## config.mk

```make
export PLATFORM = sky130hd
export DESIGN_NAME = memory_turn_ctrl
export DESIGN_NICKNAME = d
export VERILOG_FILES = /design/src/rtl/memory_turn_ctrl.sv
export SDC_FILE = /design/constraint.sdc
export NUM_CORES = 1
export LEC_CHECK = 0
export CAP_MARGIN = 5
export CORE_ASPECT_RATIO = 1.75
export CORE_MARGIN = 5
export CORE_UTILIZATION = 57
export CTS_CLUSTER_SIZE = 24
export DETAILED_ROUTE_END_ITERATION = 8
export GPL_TIMING_DRIVEN = 0
export HOLD_SLACK_MARGIN = 0.15
export PLACE_DENSITY = 0.88
export SLEW_MARGIN = 25
export SYNTH_ARGS = -nofsm -noshare
export SYNTH_HDL_FRONTEND = slang
export SYNTH_SLANG_ARGS = --single-unit
```

## constraint.sdc

```tcl
create_clock -name clk -period 9.6 [get_ports clk]
set_input_delay 1.92 -clock clk [delete_from_list [all_inputs] [get_ports clk]]
set_output_delay 1.92 -clock clk [all_outputs]
set_load 0.01 [all_outputs]
```

## src/rtl/memory_turn_ctrl.sv

```systemverilog
// Memory-game turn controller: drives tile cursor/select/pair strobes, runs pick-compare-score loop, tracks scores and game end.
// Latency: cursor moves 1 cycle after btn_move; select strobe 1 cycle after btn_sel; par strobe 1 cycle after COMPARE.
// No backpressure: buttons outside PICK1/PICK2 or in DONE are dropped. Optional turn timeout: `define TURN_TIMEOUT_EN.
module memory_turn_ctrl #(
    parameter int N_TILES     = 16,
    parameter int IDX_W       = 4,
    parameter int TIMEOUT_CYC = 50_000_000
) (
    input  logic                 clk,
    input  logic                 rst,
    input  logic                 btn_move,
    input  logic                 btn_sel,
    input  logic [4*N_TILES-1:0] tile_state,
    output logic [N_TILES-1:0]   tile_cursor,
    output logic [N_TILES-1:0]   tile_select,
    output logic [N_TILES-1:0]   tile_par,
    output logic                 player,
    output logic [IDX_W-1:0]     cursor_idx,
    output logic [4:0]           score0,
    output logic [4:0]           score1,
    output logic                 game_over,
    output logic [1:0]           winner
);

    typedef enum logic [2:0] {
        PICK1, WAIT1, PICK2, WAIT2, COMPARE, PAR, NEXT, DONE
    } state_t;

    state_t             state, state_nxt;
    logic [IDX_W-1:0]   cur_q, cur_nxt, idx1_q, idx1_nxt, idx2_q, idx2_nxt;
    logic [3:0]         lab1_q, lab1_nxt, lab2_q, lab2_nxt;
    logic               player_q, player_nxt;
    logic [4:0]         score0_q, score0_nxt, score1_q, score1_nxt;
    logic [N_TILES-1:0] sel_q, sel_nxt;
    logic               timeout;

    logic [3:0]         st [N_TILES];
    logic [N_TILES-1:0] avail;
    logic               above_ok, from_ok;
    logic [IDX_W-1:0]   above_idx, from_idx, jj;
    int                 j;

    function automatic logic [N_TILES-1:0] onehot(input logic [IDX_W-1:0] idx);
        return {{(N_TILES-1){1'b0}}, 1'b1} << idx;
    endfunction

    function automatic logic is_label(input logic [3:0] v);
        return (v >= 4'd1) && (v <= 4'd8);
    endfunction

    function automatic logic [4:0] sat_inc(input logic [4:0] s);
        return (s == 5'd31) ? s : s + 5'd1;
    endfunction

    always_comb begin
        for (int i = 0; i < N_TILES; i++) begin
            st[i]    = tile_state[4*i +: 4];
            avail[i] = (st[i] == 4'h0) || (st[i] == 4'hF);
        end
    end

    // Descending scan so the smallest offset from the cursor wins; offset 0 only counts for the at-or-after search.
    always_comb begin
        above_ok  = 1'b0;
        above_idx = cur_q;
        from_ok   = 1'b0;
        from_idx  = cur_q;
        j         = 0;
        jj        = '0;
        for (int k = N_TILES - 1; k >= 0; k--) begin
            j = int'(cur_q) + k;
            if (j >= N_TILES) j = j - N_TILES;
            jj = IDX_W'(j);
            if (avail[jj]) begin
                from_ok  = 1'b1;
                from_idx = jj;
                if (k != 0) begin
                    above_ok  = 1'b1;
                    above_idx = jj;
                end
            end
        end
    end

    always_comb begin
        state_nxt  = state;
        cur_nxt    = cur_q;
        idx1_nxt   = idx1_q;
        idx2_nxt   = idx2_q;
        lab1_nxt   = lab1_q;
        lab2_nxt   = lab2_q;
        player_nxt = player_q;
        score0_nxt = score0_q;
        score1_nxt = score1_q;
        sel_nxt    = '0;
        case (state)
            PICK1, PICK2: begin
                if (btn_sel && st[cur_q] == 4'hF) begin
                    sel_nxt = onehot(cur_q);
                    if (state == PICK1) begin
                        idx1_nxt  = cur_q;
                        state_nxt = WAIT1;
                    end else begin
                        idx2_nxt  = cur_q;
                        state_nxt = WAIT2;
                    end
                end else if (timeout) begin
                    player_nxt = ~player_q;
                    state_nxt  = NEXT;
                end else if (btn_move && !btn_sel && above_ok) begin
                    cur_nxt = above_idx;
                end
            end
            WAIT1: begin
                if (is_label(st[idx1_q])) begin
                    lab1_nxt = st[idx1_q];
                    if (above_ok) begin
                        cur_nxt   = above_idx;
                        state_nxt = PICK2;
                    end else begin
                        state_nxt = DONE;
                    end
                end
            end
            WAIT2: begin
                if (is_label(st[idx2_q])) begin
                    lab2_nxt  = st[idx2_q];
                    state_nxt = COMPARE;
                end
            end
            COMPARE: begin
                if (lab1_q == lab2_q) begin
                    state_nxt = PAR;
                end else begin
                    player_nxt = ~player_q;
                    state_nxt  = NEXT;
                end
            end
            PAR: begin
                if (player_q) score1_nxt = sat_inc(score1_q);
                else          score0_nxt = sat_inc(score0_q);
                state_nxt = NEXT;
            end
            NEXT: begin
                if (from_ok) begin
                    cur_nxt   = from_idx;
                    state_nxt = PICK1;
                end else begin
                    state_nxt = DONE;
                end
            end
            DONE:    state_nxt = DONE;
            default: state_nxt = PICK1;
        endcase
    end

`ifdef TURN_TIMEOUT_EN
    localparam int TMR_W = (TIMEOUT_CYC > 2) ? $clog2(TIMEOUT_CYC) : 1;
    logic [TMR_W-1:0] tmr_q;
    logic             tmr_clr;

    // Entering WAIT1/WAIT2 is exactly an accepted select.
    assign tmr_clr = (state_nxt != state) &&
                     (state_nxt == PICK1 || state_nxt == WAIT1 || state_nxt == WAIT2);
    assign timeout = (state == PICK1 || state == PICK2) && (tmr_q == TMR_W'(TIMEOUT_CYC - 1));

    always_ff @(posedge clk or negedge rst) begin
        if (!rst)                                  tmr_q <= '0;
        else if (tmr_clr)                          tmr_q <= '0;
        else if (tmr_q != TMR_W'(TIMEOUT_CYC - 1)) tmr_q <= tmr_q + 1'b1;
    end
`else
    assign timeout = 1'b0;
`endif

    always_ff @(posedge clk or negedge rst) begin
        if (!rst) begin
            state    <= PICK1;
            cur_q    <= '0;
            idx1_q   <= '0;
            idx2_q   <= '0;
            lab1_q   <= '0;
            lab2_q   <= '0;
            player_q <= 1'b0;
            score0_q <= '0;
            score1_q <= '0;
            sel_q    <= '0;
        end else begin
            state    <= state_nxt;
            cur_q    <= cur_nxt;
            idx1_q   <= idx1_nxt;
            idx2_q   <= idx2_nxt;
            lab1_q   <= lab1_nxt;
            lab2_q   <= lab2_nxt;
            player_q <= player_nxt;
            score0_q <= score0_nxt;
            score1_q <= score1_nxt;
            sel_q    <= sel_nxt;
        end
    end

    assign tile_cursor = (state == DONE) ? '0 : onehot(cur_q);
    assign tile_select = sel_q;
    assign tile_par    = (state == PAR) ? (onehot(idx1_q) | onehot(idx2_q)) : '0;
    assign player      = player_q;
    assign cursor_idx  = cur_q;
    assign score0      = score0_q;
    assign score1      = score1_q;
    assign game_over   = (state == DONE);

    always_comb begin
        winner = 2'b00;
        if (state == DONE) begin
            if (score0_q > score1_q)      winner = 2'b01;
            else if (score1_q > score0_q) winner = 2'b10;
            else                          winner = 2'b11;
        end
    end

endmodule

```

==> summary.md <==
| Metric | Value |
|---|---|
| Outcome | `completed` |
| R2R Setup Slk | `roughly 5.2 ns` |
| Final #Nets | `around 900` |
| Final instance area | `7844 um^2` |
| Number of DRC markers in iteration 0 | `468` |
| Fin util | `about three quarters` |
| I/O Pins | `~130` |
| EDFF count, synth | `0` |
| Worst-path fanout max | `9` |
| Final non-filler cell total | `930` |
| Pre-CTS WS | `between 3 and 4 ns` |
| CTS HTree Levels | `2` |
| Post-synthesis xor/xnor area fraction | `under 10%` |
| Clk slew on worst S/H paths | `~0.07 ns` |
| Floorplan row count | `50` |
| First-pass GRT wire length | `roughly 34000 um` |
| Die Y | `approximately 150 um` |
| RSZ-0062 raised after global routing | `false` |
| Final RePlAce weighted congestion | `1.056` |
| Cells after DPL | `slightly above 900` |
| Simple-Gate Fraction of Synth Area | `22.78%` |
| Syn avg cell area | `a little over 9 um^2` |
| Worst setup EP type | `flip-flop` |
| Netlist cell types | `66` |
| Vias in the first global route | `about 6800` |
| Post-synthesis compound-gate area fraction | `14.18%` |
| Hold WS | `between 0.5 and 0.6 ns` |
| Sequence of cells on the critical path | `clkdlybuf4s50_1 -> nand4_1 -> mux4_2 -> mux4_2 -> nor2b_1 -> nor3b_1 -> nor2b_1 -> mux2_1` |
| Fmax | `roughly 0.18 GHz` |
| Worst Path Arrival | `between 5 and 6 ns` |
| Clk buf depth | `2` |
| Adder-cell share of the synthesized area | `roughly 4.5%` |
| Initial core utilization | `57.91%` |
| Slowest CP cell | `nor3b_1` |
| Vias per cell | `around 7.0` |
| Reg power frac | `between 10 and 15%` |
| Combinational group share of total power | `roughly four fifths` |
| CP Launch Type | `primary input` |
| Synth async-reset ratio | `between 90% and 100%` |
| Cts hold-fix bufs | `0` |
| CTS buffer count | `5` |
| Main combinational cell family by area after synthesis | `multiplexers` |
| Setup TNS | `0 ns` |
| Routed wire length | `roughly 22000 um` |
| Hold path start | `lab2_q[0]` |
| Largest net degree at the start of global routing | `51` |
| Syn. warnings | `0` |
| Synth top area share | `24.87%` |
| Area delta synth->final | `27.37%` |
| Mux contribution to synthesized area | `30.64%` |
| Post-CTS resize count | `0` |
| Synth area leader | `mux4_2` |
| CTS tree | `built` |
| R2r startpoint | `cursor_idx[1]` |
| Final hold viol count | `0` |
| Clk_lat worst skew | `roughly 0.3 ns` |
| Total Routing Usage GR | `34.22%` |
| Hold EP | `lab2_q[0]` |
| Design Power | `roughly 2.6 mW` |
| Congestion Overflow GR | `0` |
| Residual DRC count | `0` |
| Sw Share | `51.89%` |
| Maxcap violations | `0` |
| Final Slew Violations | `0` |
| Post-DP HPWL | `between 15000 and 20000 um` |
| Cells after Synth | `around 660` |
| Mapped cell area | `slightly above 6000 um^2` |
| Drt wl/cell | `roughly 24 um` |
| Top cells by area, synth | `mux4_2 (25%), dfrtp_1 (20%), ha_1 (4.5%), nor2_1 (4.4%), nand2_1 (3.8%)` |
| Clock power frac | `8.3%` |
| CTS sink cnt | `50` |
| Reg-to-reg endpoint | `state[0]` |
| Mapped Nets | `748` |
| VDD IR-drop max | `between 200 and 300 uV` |
| Clk root buf | `clkbuf_16` |
| ANT nets after route | `0` |
| Layout cells sized above 1 | `between 10% and 20%` |
| Placed Area | `approximately 7700 um^2` |
| Ant diodes | `0` |
| Sw power | `1.345 mW` |
| Drt pass-1 iters | `5` |
| Pwr Density | `approximately 330 nW/um^2` |
| Cell family with most CP delay | `simple AND/OR/NAND/NOR gates` |
| Setup violations, final | `0` |
| Vias | `6550` |
| Crit path required time | `9.78 ns` |
| Most common flop cell mapped by yosys | `dfrtp_1` |
| Post-route setup slack | `~4.1 ns` |
| Sequential area share after synthesis | `approximately a fifth` |
| Final Critical Period | `between 5 and 6 ns` |
| WHS Path Cells | `1` |
| Slew @ Worst Pin | `about 0.99 ns` |
| Core Region | `10640 um^2` |
| Port-buffer cells | `133` |
| Worst hold path type | `reg2reg` |
| Die outline width | `around 89 um` |
| Buf+Inv Stages, Crit Path | `1` |
| R2R depth | `13` |
| Leakage Power | `between 3 and 4 nW` |
| Fillers | `788` |
| Clk_skew | `0.009852 ns` |
| Worst Setup Path Type | `in2reg` |
| Setup bufs post-CTS | `0` |
| Initial antenna violation count | `0` |
| Die area | `around 13000 um^2` |
| Worst stage delay on the critical path | `around 0.82 ns` |
| Pint | `roughly 1.2 mW` |
| Relative slew slack | `33.95%` |
| Period Utilization, post-route | `56.85%` |
| FF+latch count, synth | `50` |
-- kinds of logic after synthesis --
logic type / Yosys count
DFF: 50
xor gates and xnor gates: 28
buffers and inverters: 55
adders and majority gates: 22
AOI/OAI and AO/OA: 131
and+or+nand+nor: 271
muxes: 101
-- final cells by class --
class | count | area, um^2 | share of cell area, %
multi-input cells | 553 | 4688 | 59.77
flip-flops and latches | 50 | 1251 | 15.95
well taps | 130 | 162.7 | 2.074
plain buffers | 38 | 160.2 | 2.042
inverters | 17 | 63.81 | 0.8135
repair buffers | 134 | 1340 | 17.08
clock inverters | 2 | 38.79 | 0.4945
clock buffers | 6 | 138.9 | 1.771
-- state kept, by name, indices dropped and copies added (netlist names) --
| signal | count |
|---|---|
| cursor_idx | 4 |
| tile_select | 16 |
| lab1_q | 4 |
| idx2_q | 4 |
| lab2_q | 4 |
| idx1_q | 4 |
| score0 | 5 |
| state | 3 |
| score1 | 5 |
| player | 1 |
-- layout by cell type, fill, tap and decap left out, drive strengths merged, types with 3 or more instances in the layout --
master         Yosys  routed
or2                3       3
and2              22      22
o21ai             20      20
a21oi             37      37
inv               16      17
o22ai              9       9
nor3b              6       6
o2bb2ai            4       4
xor2              10      10
or3                3       3
a31oi              8       8
nor2b             13      13
o211ai             3       3
mux2              20      20
dfrtp             50      50
nand2b             4       4
and3              10      10
a22oi             17      17
mux2i             13      13
buf               15      16
xnor2             18      18
nand3             14      14
clkbuf            23      29
nor3              13      13
nor4               3       3
nor2              73      73
nand4             21      21
a21o               4       4
or4               16      16
nand2             64      64
clkdlybuf4s50      0     132
a32oi              4       4
ha                22      22
mux4              68      68
-- how the worst max path moves through the flow --
stage | startpoint | end | cells past startpoint
global route | tile_state[14] | cursor_idx[2] | 10
detailed placement | tile_state[23] | idx1_q[0] | 8
global placement | tile_state[10] | cursor_idx[2] | 11
CTS | tile_state[23] | idx1_q[0] | 8
floorplan | tile_state[14] | cursor_idx[2] | 10
finish | tile_state[23] | idx1_q[0] | 8
-- Yosys cell counts (8+ instances only) --
library cell	number
nand2_1	63
dfrtp_1	50
mux2i_1	13
a22oi_1	17
and3_1	9
a31oi_1	8
nor2b_1	13
o22ai_1	9
nor3_1	13
nor2_1	73
a21oi_1	37
and2_1	19
xor2_1	10
o21ai_0	14
inv_1	13
mux4_2	68
buf_2	11
clkbuf_1	23
nand4_1	20
or4_1	16
ha_1	22
xnor2_1	18
nand3_1	14
mux2_2	10
mux2_1	10
-- power by group through the flow --
stage / logic [mW] / registers [mW] / clock network (mW)
after floorplan: 1.46 / 0.317 / 0
after global placement: 1.94 / 0.332 / 0
after detailed placement: 1.99 / 0.333 / 0
after CTS: 2.00 / 0.330 / 0.215
after global routing: 2.19 / 0.337 / 0.221
final: 2.05 / 0.332 / 0.215
-- per-layer routing --
layer,GRT usage (%),up-vias,wire (um)
li1,-,2830,-
met1,34.19,3125,6832
met2,59.07,446,11130
met3,5.298,149,1588
met4,29.65,0,2349
met5,0,-,0
-- worst register-to-register path: cells and delay by family, from the launching register on --
kind	cells	cell delay [ns]
mux	1	0.43
simple gates	3	1.06
flops	1	0.58
fa+ha+maj	1	0.36
buf+inv	4	0.96
compound gates	4	0.97
(Power assumes the default switching activity.)
